File: src/rtl/gf180mcu_fd_sc_mcu7t5v0__rstseq_pkg.sv
// Shared types and helpers for the reset release sequencer.
//   state_e      : sequencer FSM states (3-bit encoding)
//   cnt_width()  : bits needed to hold values 0..max_val (minimum 1)
package gf180mcu_fd_sc_mcu7t5v0__rstseq_pkg;

  typedef enum logic [2:0] {
    ST_RESET      = 3'd0,
    ST_WAIT_READY = 3'd1,
    ST_RELEASE    = 3'd2,
    ST_DONE       = 3'd3,
    ST_SOFT       = 3'd4
  } state_e;

  function automatic int unsigned cnt_width(input int unsigned max_val);
    return (max_val < 1) ? 1 : $clog2(max_val + 1);
  endfunction

endpackage

File: src/rtl/gf180mcu_fd_sc_mcu7t5v0__rstsync.sv
// Reset synchroniser: asynchronous assertion, release synchronised to CLK.
//   CLK : clock
//   RN  : asynchronous active-low reset input
//   Q   : synchronised release (high STAGES edges after RN rises)
module gf180mcu_fd_sc_mcu7t5v0__rstsync #(
  parameter int unsigned STAGES = 2
) (
  input  logic CLK,
  input  logic RN,
  output logic Q
);

  logic [STAGES-1:0] sync_q;
  logic [STAGES-1:0] sync_d;

  always_comb begin
    sync_d = {sync_q[STAGES-2:0], 1'b1};
  end

  always_ff @(posedge CLK or negedge RN) begin
    if (!RN) sync_q <= '0;
    else     sync_q <= sync_d;
  end

  assign Q = sync_q[STAGES-1];

endmodule

File: src/rtl/gf180mcu_fd_sc_mcu7t5v0__rstseq.sv
// Reset release sequencer for the per-domain asynchronous reset nets.
// Assertion is asynchronous; release is synchronised and staggered by
// GAP_CYCLES across NUM_OUT outputs, bit 0 first. Also serves a 4-phase
// soft-reset handshake once the sequence has completed.
//   CLK      : clock
//   RN       : asynchronous active-low chip reset
//   READY    : release may start only while high
//   SRST_REQ : soft-reset request (level, 4-phase)
//   SRST_ACK : soft-reset acknowledge
//   RSTN_OUT : active-low domain resets (registered)
//   DONE     : all RSTN_OUT released (registered)
module gf180mcu_fd_sc_mcu7t5v0__rstseq
  import gf180mcu_fd_sc_mcu7t5v0__rstseq_pkg::*;
#(
  parameter int unsigned SYNC_STAGES = 2,
  parameter int unsigned NUM_OUT     = 4,
  parameter int unsigned GAP_CYCLES  = 4
) (
  input  logic               CLK,
  input  logic               RN,
  input  logic               READY,
  input  logic               SRST_REQ,
  output logic               SRST_ACK,
  output logic [NUM_OUT-1:0] RSTN_OUT,
  output logic               DONE
);

  localparam int unsigned CNT_W = cnt_width(GAP_CYCLES);
  localparam int unsigned IDX_W = cnt_width(NUM_OUT);
  localparam logic [CNT_W-1:0] CNT_RELOAD = CNT_W'(GAP_CYCLES - 1);
  localparam logic [IDX_W-1:0] LAST_IDX   = IDX_W'(NUM_OUT - 1);

  logic rn_sync;

  state_e             state_q, state_d;
  logic [CNT_W-1:0]   cnt_q, cnt_d;
  logic [IDX_W-1:0]   idx_q, idx_d;
  logic [NUM_OUT-1:0] rstn_out_q, rstn_out_d;
  logic               done_q, done_d;
  logic               srst_ack_q, srst_ack_d;

  gf180mcu_fd_sc_mcu7t5v0__rstsync #(
    .STAGES (SYNC_STAGES)
  ) u_rstsync (
    .CLK (CLK),
    .RN  (RN),
    .Q   (rn_sync)
  );

  always_comb begin
    state_d    = state_q;
    cnt_d      = cnt_q;
    idx_d      = idx_q;
    rstn_out_d = rstn_out_q;
    done_d     = done_q;
    srst_ack_d = srst_ack_q;
    case (state_q)
      ST_RESET: begin
        if (rn_sync) state_d = ST_WAIT_READY;
      end
      ST_WAIT_READY: begin
        if (READY) begin
          rstn_out_d[0] = 1'b1;
          cnt_d         = CNT_RELOAD;
          idx_d         = IDX_W'(1);
          // A single output completes the sequence on its first release.
          if (NUM_OUT == 1) begin
            done_d  = 1'b1;
            state_d = ST_DONE;
          end else begin
            state_d = ST_RELEASE;
          end
        end
      end
      ST_RELEASE: begin
        if (cnt_q == '0) begin
          // Decoded set keeps the index width independent of NUM_OUT's range.
          for (int unsigned i = 0; i < NUM_OUT; i++) begin
            if (idx_q == IDX_W'(i)) rstn_out_d[i] = 1'b1;
          end
          cnt_d = CNT_RELOAD;
          idx_d = idx_q + 1'b1;
          if (idx_q == LAST_IDX) begin
            done_d  = 1'b1;
            state_d = ST_DONE;
          end
        end else begin
          cnt_d = cnt_q - 1'b1;
        end
      end
      ST_DONE: begin
        if (SRST_REQ) begin
          rstn_out_d = '0;
          done_d     = 1'b0;
          srst_ack_d = 1'b1;
          state_d    = ST_SOFT;
        end
      end
      ST_SOFT: begin
        if (!SRST_REQ) begin
          srst_ack_d = 1'b0;
          state_d    = ST_WAIT_READY;
        end
      end
      default: state_d = ST_RESET;
    endcase
  end

  always_ff @(posedge CLK or negedge RN) begin
    if (!RN) begin
      state_q    <= ST_RESET;
      cnt_q      <= '0;
      idx_q      <= '0;
      rstn_out_q <= '0;
      done_q     <= 1'b0;
      srst_ack_q <= 1'b0;
    end else begin
      state_q    <= state_d;
      cnt_q      <= cnt_d;
      idx_q      <= idx_d;
      rstn_out_q <= rstn_out_d;
      done_q     <= done_d;
      srst_ack_q <= srst_ack_d;
    end
  end

  assign RSTN_OUT = rstn_out_q;
  assign DONE     = done_q;
  assign SRST_ACK = srst_ack_q;

endmodule

File: config.mk
export PLATFORM = sky130hd
export DESIGN_NAME = gf180mcu_fd_sc_mcu7t5v0__rstseq
export DESIGN_NICKNAME = d
export VERILOG_FILES = /design/src/rtl/gf180mcu_fd_sc_mcu7t5v0__rstseq_pkg.sv /design/src/rtl/gf180mcu_fd_sc_mcu7t5v0__rstsync.sv /design/src/rtl/gf180mcu_fd_sc_mcu7t5v0__rstseq.sv
export SDC_FILE = /design/constraint.sdc
export NUM_CORES = 1
export LEC_CHECK = 0
export ABC_AREA = 1
export BUFFER_PORTS_ARGS = -buffer_cell sky130_fd_sc_hd__buf_4
export CORE_MARGIN = 2
export CORE_UTILIZATION = 59
export CTS_BUF_LIST = sky130_fd_sc_hd__clkbuf_8
export CTS_CLUSTER_DIAMETER = 150
export DETAILED_ROUTE_END_ITERATION = 6
export PLACE_DENSITY = 0.8
export REMOVE_ABC_BUFFERS = 1
export SKIP_CTS_REPAIR_TIMING = 1
export SLEW_MARGIN = 40
export SYNTH_ARGS = -nofsm -noshare
export SYNTH_HDL_FRONTEND = slang
export SYNTH_SLANG_ARGS = --single-unit
File: constraint.sdc
create_clock -name CLK -period 1.6 [get_ports CLK]
set_clock_uncertainty 0.05 [all_clocks]
set_input_delay 0.24 -clock CLK [delete_from_list [all_inputs] [get_ports CLK]]
set_output_delay 0.24 -clock CLK [all_outputs]
set_load 0.02 [all_outputs]
==> impl_metrics.env, run 1 <==
export IMPL_netlist_area_um2=923.4
export IMPL_drv_slew=0
export IMPL_firstDrtPassIters=5
export IMPL_holdPathStages=3
export IMPL_cts_buffer_depth=2
export IMPL_ant_nets=0
export IMPL_drv_cap=0
export IMPL_setup_viol=0
export IMPL_final_cell_mix="32 x nand2_1, 16 x dfrtp_1, 14 x inv_1"
export IMPL_grt_usage_pct=21.98
export IMPL_r2r_end="RSTN_OUT[0]"
export IMPL_dieWidth_um=43.56
export IMPL_worstHoldPathType="primary input to flip-flop"
export IMPL_wl_um=1726
export IMPL_grtUsageMet3_pct=6.250
export IMPL_rsz0062_at_grt="false"
export IMPL_tns_ns=0
export IMPL_critPathRequiredTime_ns=1.70
export IMPL_final_common_cell="nand2_1"
export IMPL_grt_pass1_wl_um=3008
export IMPL_yosysUniqueCellTypes=18
export IMPL_pin_count=10
export IMPL_status="complete, no violations"
export IMPL_end_kind="flip-flop"
export IMPL_reg2regPathDepth=9
export IMPL_synth_seq_cells=16
export IMPL_n_antenna_cell=0
export IMPL_clk_pin_slew_ns=0.07
export IMPL_numCtsBuffers=3
export IMPL_hold_start="SRST_REQ"
export IMPL_antenna_found_initial=0
export IMPL_path_class="flip-flop to flip-flop"
export IMPL_wire_per_inst_um=11.99
export IMPL_worstSetupStartpointType="flip-flop"
export IMPL_cts_htree_levels=1
export IMPL_final_nets=140
export IMPL_drc=0
export IMPL_ctsRootBufferMaster="clkbuf_8"
export IMPL_dp_hpwl_um=1243
export IMPL_fin_crit_sh_pct=86.97
export IMPL_period_minus_slack_ns=1.392
export IMPL_io_buffer_count=9
export IMPL_clock_sinks=16
export IMPL_met2_usage_pct=35.88
export IMPL_place_congestion=0.9043
export IMPL_power_per_cell_area_nw_per_um2=2089
export IMPL_drt_vias_per_instance=5.299
export IMPL_rows=14
export IMPL_ir_drop_mv=1.179
export IMPL_core_area_um2=1489
export IMPL_worstPathArrival_ns=1.49
export IMPL_seq_area_frac_synth_pct=43.36
export IMPL_layout_drive_gt1_share_pct=22.66
export IMPL_grt_pass1_vias=690
export IMPL_ys_warn_count=0
export IMPL_grtUsageMet1_pct=27.22
export IMPL_r2r_start="cnt_q[0]"
export IMPL_p_leak_nw=0.5679
export IMPL_fillers=111
export IMPL_dr_first_iter_drc_count=39
export IMPL_area_growth_pct=15.72
export IMPL_grt_overflow=0
export IMPL_synth_area_per_cell_um2=8.029
export IMPL_stdcell_area_um2=1069
export IMPL_cts_tree="yes"
export IMPL_start_util_pct=62.02
export IMPL_grt_busiest_layer="met2"
export IMPL_synthCells=115
export IMPL_worstPathMaxFanout=5
export IMPL_insertion_delay_ns=0.25
export IMPL_dpl_instance_area_um2=1003
export IMPL_grt_max_degree=17
export IMPL_vias=763
export IMPL_fmax_ghz=0.7186
export IMPL_hold_end="SRST_ACK"
export IMPL_dieArea_um2=1897
export IMPL_die_h_um=43.56
export IMPL_reg2reg_slack_ns=0.21
export IMPL_hold_viol=0
[registers in the layout, indices dropped and copies added, names as in the netlist]
signal / count
RSTN_OUT: 4
cnt_q: 3
idx_q: 3
state_q: 3
u_rstsync.sync_q: 2
SRST_ACK: 1
[critical path, cell delays in order (launching register included)]
cell and delay (ns):
dfrtp_1 0.39, inv_1 0.08, ha_1 0.16, nand2_1 0.09, nand3_2 0.11, nand2_2 0.09, nor2_4 0.14, nand2_1 0.07
nand2_1 0.06, nand2_1 0.04
[cell type report]
| type | instances | area, um2 | share of cell area (%) |
|---|---|---|---|
| Inverter | 18 | 67.56 | 6.323 |
| Sequential cell | 16 | 400.4 | 37.47 |
| Multi-Input combinational cell | 80 | 447.9 | 41.92 |
| Clock buffer | 4 | 55.05 | 5.152 |
| Timing Repair Buffer | 10 | 77.57 | 7.260 |
| Tap cell | 16 | 20.02 | 1.874 |
[logic make-up (layout without fill, tap and decap cells)]
| kind of cell | Yosys count | after routing | share of synthesized area [%] |
|---|---|---|---|
| and+or+nand+nor | 56 | 56 | 29.27 |
| buffers and inverters | 19 | 32 | 8.130 |
| DFF | 16 | 16 | 43.36 |
| AOI/OAI and AO/OA | 15 | 15 | 8.401 |
| adders and majority gates | 7 | 7 | 9.485 |
| other | 1 | 1 | 0.4061 |
| xor gates and xnor gates | 1 | 1 | 0.9487 |
[stage by stage]
step / setup WS [ns] / util (%) / std cells / total power, mW / hold slack [ns]
floorplan: 0.3581 / - / 114 / 1.549 / -0.1056
global placement: 0.2588 / 67.40 / 139 / 1.819 / 0.05551
detailed placement: 0.2257 / 67.40 / 139 / 1.846 / 0.05705
CTS: 0.2081 / 71.09 / 143 / 2.229 / -0.2121
global route: 0.09435 / 71.76 / 144 / 2.431 / 0.2186
finish: 0.2085 / 71.76 / 144 / 2.232 / 0.1926
[worst max-delay path by stage]
| stage | start | endpoint | slack (ns) | cells after the start |
|---|---|---|---|---|
| 2_1_floorplan | idx_q[0] | state_q[1] | 0.36 | 8 |
| 3_3_place_gp | cnt_q[0] | RSTN_OUT[0] | 0.26 | 9 |
| 3_5_place_dp | cnt_q[0] | RSTN_OUT[0] | 0.23 | 9 |
| 4_1_cts | cnt_q[0] | RSTN_OUT[0] | 0.21 | 9 |
| 5_1_grt | state_q[1] | RSTN_OUT[1] | 0.09 | 8 |
| 6_report | cnt_q[0] | RSTN_OUT[0] | 0.21 | 9 |
[synth_stat cells]
cell	instances	area, um2
nor2_4	3	33.78
nand4_1	1	6.260
a22oi_1	1	7.510
nor2_1	4	15.01
buf_4	1	7.510
inv_1	14	52.55
o21ai_0	9	45.04
nand3_1	7	35.03
nand2_2	6	37.54
nor2_2	2	12.51
nand2_1	32	120.1
ha_1	7	87.58
conb_1	1	3.750
inv_2	4	15.01
nand3_2	1	10.01
a21oi_1	5	25.02
xor2_1	1	8.760
dfrtp_1	16	400.4
[per-layer routing]
metal  part of all wire, %  wire length, um  vias up
met3                   4.5               78        8
met1                    45              782      349
li1                      -                -      382
met5                     0                0        -
met4                   2.0               34        0
met2                    48              830       24
[report_power, final]
group | switching (mW) | internal, mW | leakage, nW
Combinational | 0.737 | 0.417 | 0.348
Clock | 0.147 | 0.219 | 0.0288
Sequential | 0.147 | 0.565 | 0.191
No activity file was read; power rests on OpenSTA's default activity.
==> inputs of run 2 (changes only) <==
--- a/config.mk
+++ b/config.mk
@@ -7,12 +7,13 @@
 export LEC_CHECK = 0
 export ABC_AREA = 1
 export BUFFER_PORTS_ARGS = -buffer_cell sky130_fd_sc_hd__buf_4
-export CORE_MARGIN = 2
-export CORE_UTILIZATION = 59
+export CORE_ASPECT_RATIO = 0.75
+export CORE_UTILIZATION = 51
 export CTS_BUF_LIST = sky130_fd_sc_hd__clkbuf_8
 export CTS_CLUSTER_DIAMETER = 150
+export CTS_CLUSTER_SIZE = 40
 export DETAILED_ROUTE_END_ITERATION = 6
-export PLACE_DENSITY = 0.8
+export PLACE_DENSITY = 0.71
 export REMOVE_ABC_BUFFERS = 1
 export SKIP_CTS_REPAIR_TIMING = 1
 export SLEW_MARGIN = 40
==> run 2 against run 1 <==
  * Register-to-register slack got worse by 0.03 ns
  * Count of clock-buffer cells in the layout shrank 1
  * Sequential cell count stayed put
  * Sequential power about the same
  * First-iteration DRC count fell by 31%
  * Largest cell class unchanged
==> impl_metrics.env, run 2 (synthesis results as in run 1) <==
export IMPL_place_congestion=0.8431
export IMPL_vias=732
export IMPL_rows=12
export IMPL_largest_reg_flops=4
export IMPL_grt_max_degree=17
export IMPL_die_h_um=38.85
export IMPL_finalHoldWorstSlack_ns=0.1892
export IMPL_layout_drive_gt1_share_pct=22.05
export IMPL_fillers=134
export IMPL_final_cell_mix="32 x nand2_1, 16 x dfrtp_1, 14 x inv_1"
export IMPL_p_comb_share_pct=53.9
export IMPL_dpl_instance_area_um2=1010
export IMPL_multi_input_area_um2=447.9
export IMPL_dp_hpwl_um=1354
export IMPL_area_growth_pct=14.91
export IMPL_worstSetupStartpointType="flip-flop"
export IMPL_ir_drop_mv=1.251
export IMPL_setup_viol=0
export IMPL_pin_count=10
export IMPL_path_class="flip-flop to flip-flop"
export IMPL_cts_buffer_depth=2
export IMPL_grt_pass1_wl_um=2946
export IMPL_fin_util_pct=67.30
export IMPL_rsz0062_at_grt="false"
export IMPL_dieArea_um2=1987
export IMPL_drc=0
export IMPL_internal_power_mw=1.151
export IMPL_core_area_um2=1577
export IMPL_n_antenna_cell=0
export IMPL_drv_slew=0
export IMPL_wire_per_inst_um=11.82
export IMPL_cts_tree="yes"
export IMPL_seqCellArea_um2=400.4
export IMPL_dpl_cell_count=144
export IMPL_drt_vias_per_instance=4.946
export IMPL_wl_um=1750
export IMPL_period_minus_slack_ns=1.419
export IMPL_grt_pass1_vias=672
export IMPL_final_cells=148
export IMPL_antenna_found_initial=0
export IMPL_p_leak_nw=0.5607
export IMPL_firstDrtPassIters=4
export IMPL_power_per_cell_area_nw_per_um2=2048
export IMPL_drv_cap=0
export IMPL_worstPathMaxFanout=6
export IMPL_grt_overflow=0
export IMPL_ant_nets=0
export IMPL_stdcell_area_um2=1061
export IMPL_grt_usage_pct=21.19
export IMPL_cts_htree_levels=1
export IMPL_end_kind="flip-flop"
export IMPL_switching_power_mw=1.022
export IMPL_critPathRequiredTime_ns=1.71
export IMPL_worstPathArrival_ns=1.53
export IMPL_pre_cts_slack_ns=0.2141
export IMPL_power_frac_clock_pct=13.3
export IMPL_ctsRootBufferMaster="clkbuf_8"
export IMPL_final_common_cell="nand2_1"
export IMPL_dieWidth_um=51.14
export IMPL_status="complete, no violations"
export IMPL_insertion_delay_ns=0.24
export IMPL_clk_pin_slew_ns=0.06
export IMPL_final_nets=140
export IMPL_worstHoldPathType="primary input to flip-flop"
export IMPL_clock_sinks=16
export IMPL_start_util_pct=58.57
export IMPL_fmax_ghz=0.7049
export IMPL_p_total_mw=2.173
export IMPL_seqPwrFrac_pct=32.8
export IMPL_fin_crit_sh_pct=88.67
export IMPL_dr_first_iter_drc_count=27
export IMPL_reg2reg_slack_ns=0.18
export IMPL_fin_ws_ns=0.1813
export IMPL_hold_viol=0
export IMPL_io_buffer_count=9
export IMPL_numCtsBuffers=3
export IMPL_tns_ns=0
export IMPL_p_sw_share_pct=47.03
-- run 2: per-layer routing --
| layer | part of all wire [%] | track usage (%) | up-vias | wire, um |
|---|---|---|---|---|
| li1 | - | - | 382 | - |
| met1 | 52 | 28.36 | 331 | 909 |
| met2 | 43 | 33.55 | 17 | 747 |
| met3 | 4.6 | 7.059 | 2 | 80 |
| met4 | 0.63 | 4.167 | 0 | 11 |
| met5 | 0 | 0 | - | 0 |
-- run 2: final cells by class --
type	count	area share, %
clock buffer	3	3.892
inverter	18	6.368
multi-input combinational	80	42.22
sequential	16	37.74
tap	21	2.476
timing repair buffer	10	7.311
-- run 2: worst paths after layout --
kind,endpoint,start,cells past startpoint
max,idx_q[0],state_q[1],8
max reg2reg,idx_q[0],state_q[1],8
min reg2reg,u_rstsync.sync_q[1],u_rstsync.sync_q[0],0
min in group asynchronous,RSTN_OUT[2],RN,2
min,SRST_ACK,SRST_REQ,3
max in group asynchronous,state_q[2],RN,2
-- run 2: power groups by stage --
stage	combinational [mW]	clock (mW)	sequential, mW
2_1_floorplan	0.773	0	0.776
3_3_place_gp	1.13	0	0.710
3_5_place_dp	1.16	0	0.719
4_1_cts	1.17	0.300	0.713
5_1_grt	1.33	0.311	0.739
6_report	1.17	0.290	0.713
-- run 2: critical path: stages, from the launching register on --
cell     delay [ns]
dfrtp_1        0.46
inv_2          0.10
nor2_4         0.13
nand2_2        0.10
nand2_2        0.10
nand2_2        0.10
nor2_4         0.15
nand2_1        0.08
o21ai_0        0.08
==> inputs of run 3 (changes only) <==
--- a/config.mk
+++ b/config.mk
@@ -5,7 +5,6 @@
 export SDC_FILE = /design/constraint.sdc
 export NUM_CORES = 1
 export LEC_CHECK = 0
-export ABC_AREA = 1
 export BUFFER_PORTS_ARGS = -buffer_cell sky130_fd_sc_hd__buf_4
 export CORE_ASPECT_RATIO = 0.75
 export CORE_UTILIZATION = 51
==> run 3 against run 2 <==
  * First-iteration DRC count down 3.7%
  * Register-to-register slack worse by 0.18 ns
  * Maximum frequency down 11%
  * Hold slack about the same
  * Design area up 14%
  * Largest power group unchanged
  * Sequential power up 2%
  * Combinational power up 3%
  * Setup slack worse by 0.18 ns
  * Power up 5.9%
==> impl_metrics.env, run 3 <==
export IMPL_status="complete, no violations"
export IMPL_path_class="flip-flop to flip-flop"
export IMPL_drv_cap=0
export IMPL_stdcell_area_um2=1205
export IMPL_dpl_cell_count=128
export IMPL_hold_viol=0
export IMPL_grt_pass1_vias=678
export IMPL_insertion_delay_ns=0.25
export IMPL_fin_ws_ns=0.005813
export IMPL_grt_pass1_wl_um=3105
export IMPL_start_util_pct=54.35
export IMPL_area_growth_pct=27.38
export IMPL_cts_buffer_depth=2
export IMPL_largest_reg_flops=4
export IMPL_critPathRequiredTime_ns=1.69
export IMPL_rsz0062_at_grt="true"
export IMPL_n_antenna_cell=0
export IMPL_dr_first_iter_drc_count=26
export IMPL_grt_max_degree=17
export IMPL_drc=0
export IMPL_grt_usage_pct=22.34
export IMPL_seq_area_frac_synth_pct=42.33
export IMPL_r2r_end="idx_q[2]"
export IMPL_synth_seq_cells=16
export IMPL_worstHoldPathType="primary input to flip-flop"
export IMPL_final_cells=136
export IMPL_end_kind="flip-flop"
export IMPL_rows=13
export IMPL_clk_pin_slew_ns=0.07
export IMPL_reg2reg_slack_ns=0.006
export IMPL_cts_htree_levels=1
export IMPL_final_cell_mix="22 x buf_4, 16 x dfrtp_1, 7 x nand2_1"
export IMPL_period_minus_slack_ns=1.594
export IMPL_worstSetupStartpointType="flip-flop"
export IMPL_numCtsBuffers=3
export IMPL_fillers=129
export IMPL_cpPeakStageDelay_ns=0.39
export IMPL_ir_drop_mv=1.192
export IMPL_netlist_area_um2=945.9
export IMPL_reg2regPathDepth=6
export IMPL_ant_nets=0
export IMPL_pre_cts_slack_ns=-0.1004
export IMPL_r2r_start="cnt_q[1]"
export IMPL_worstPathMaxFanout=4
export IMPL_clock_sinks=16
export IMPL_seqCellArea_um2=400.4
export IMPL_crit_chain="inv_2 -> ha_4 -> nand4bb_1 -> a21oi_2 -> buf_4 -> mux2_4"
export IMPL_drv_slew=0
export IMPL_final_nets=126
export IMPL_fin_util_pct=69.23
export IMPL_multi_input_area_um2=516.7
export IMPL_synthCells=91
export IMPL_place_congestion=0.7861
export IMPL_wl_um=1997
export IMPL_vias=755
export IMPL_async_flop_share_pct=100.0
export IMPL_endpoint="idx_q[2]"
export IMPL_synth_edf_count=0
export IMPL_synth_top_area_share_pct=42.33
export IMPL_synth_common_cells="16 x dfrtp_1, 8 x inv_1, 7 x ha_1, 7 x nand2_1, 6 x nor2_1"
export IMPL_ys_warn_count=0
export IMPL_grt_overflow=0
export IMPL_antenna_found_initial=0
export IMPL_yosysTopAreaCell="dfrtp_1"
export IMPL_cp_slowest_cell="dfrtp_1"
export IMPL_power_per_cell_area_nw_per_um2=1909
export IMPL_cts_tree="yes"
export IMPL_core_area_um2=1740
export IMPL_drt_vias_per_instance=5.551
export IMPL_setup_viol=0
export IMPL_dieWidth_um=51.73
export IMPL_fin_crit_sh_pct=99.64
export IMPL_synth_ff_type="dfrtp_1"
export IMPL_crit_path_start="cnt_q[1]"
export IMPL_yosysUniqueCellTypes=36
export IMPL_die_h_um=39.30
export IMPL_synth_area_per_cell_um2=10.39
export IMPL_final_common_cell="buf_4"
export IMPL_layout_drive_gt1_share_pct=34.21
export IMPL_p_leak_nw=0.5521
export IMPL_fmax_ghz=0.6273
export IMPL_firstDrtPassIters=4
export IMPL_dpl_instance_area_um2=1087
export IMPL_wire_per_inst_um=14.68
export IMPL_io_buffer_count=9
export IMPL_dieArea_um2=2033
export IMPL_ctsRootBufferMaster="clkbuf_8"
export IMPL_dp_hpwl_um=1347
export IMPL_synth_most_common_cell="dfrtp_1"
export IMPL_pin_count=10
export IMPL_holdPathStages=2
export IMPL_worstPathArrival_ns=1.68
export IMPL_synth_area_leaders="dfrtp_1 42%, ha_1 9.3%, inv_1 3.2%"
-- run 3: cell families after synthesis --
kind of cell / Yosys count / share of synthesized area (%)
flops: 16 / 42.33
buf+inv: 12 / 6.217
simple gates: 29 / 17.72
other cells: 1 / 0.3964
compound gates: 23 / 20.64
fa+ha+maj: 7 / 9.259
mux: 3 / 3.439
-- run 3: critical path: cells and delay by family, from the launching register on --
| family | cells | cell delay [ns] |
|---|---|---|
| compound gates | 1 | 0.21 |
| fa+ha+maj | 1 | 0.15 |
| buf+inv | 2 | 0.25 |
| flops | 1 | 0.39 |
| mux | 1 | 0.30 |
| simple gates | 1 | 0.13 |
-- run 3: worst min path at each step --
| stage | slack [ns] | startpoint | endpoint |
|---|---|---|---|
| 2_1_floorplan | -0.11 | RN | RSTN_OUT[0] |
| 3_3_place_gp | 0.06 | RN | SRST_ACK |
| 3_5_place_dp | 0.06 | RN | state_q[2] |
| 4_1_cts | -0.21 | RN | state_q[2] |
| 5_1_grt | 0.20 | SRST_REQ | state_q[2] |
| 6_report | 0.19 | SRST_REQ | state_q[2] |
-- run 3: area by class of cell --
| type | count | area share [%] |
|---|---|---|
| multi-input combinational | 63 | 42.89 |
| inverter | 8 | 2.492 |
| tap | 22 | 2.285 |
| clock buffer | 4 | 4.569 |
| sequential | 16 | 33.23 |
| timing repair buffer | 23 | 14.54 |
-- run 3: per-stage QoR --
step                      power, mW  hold slack [ns]  setup TNS (ns)
after detailed placement      1.807          0.06218         -0.3041
after global routing          2.462           0.1998         -0.1489
after global placement        1.776          0.05806         -0.1318
after CTS                     2.178          -0.2094         -0.3786
final                         2.300           0.1896               0
after floorplan               1.367          -0.1056        -0.02247
-- run 3: power breakdown --
part | switching, mW | internal, mW | total, mW
clock network | 0.147 | 0.219 | 0.365
registers | 0.170 | 0.555 | 0.724
logic | 0.596 | 0.615 | 1.21
-- run 3: routing by layer --
layer / share of wire, % / track usage, %
met5: 0 / 0
met4: 0.60 / 6.757
met3: 3.8 / 7.364
met1: 49 / 29.44
met2: 47 / 35.06
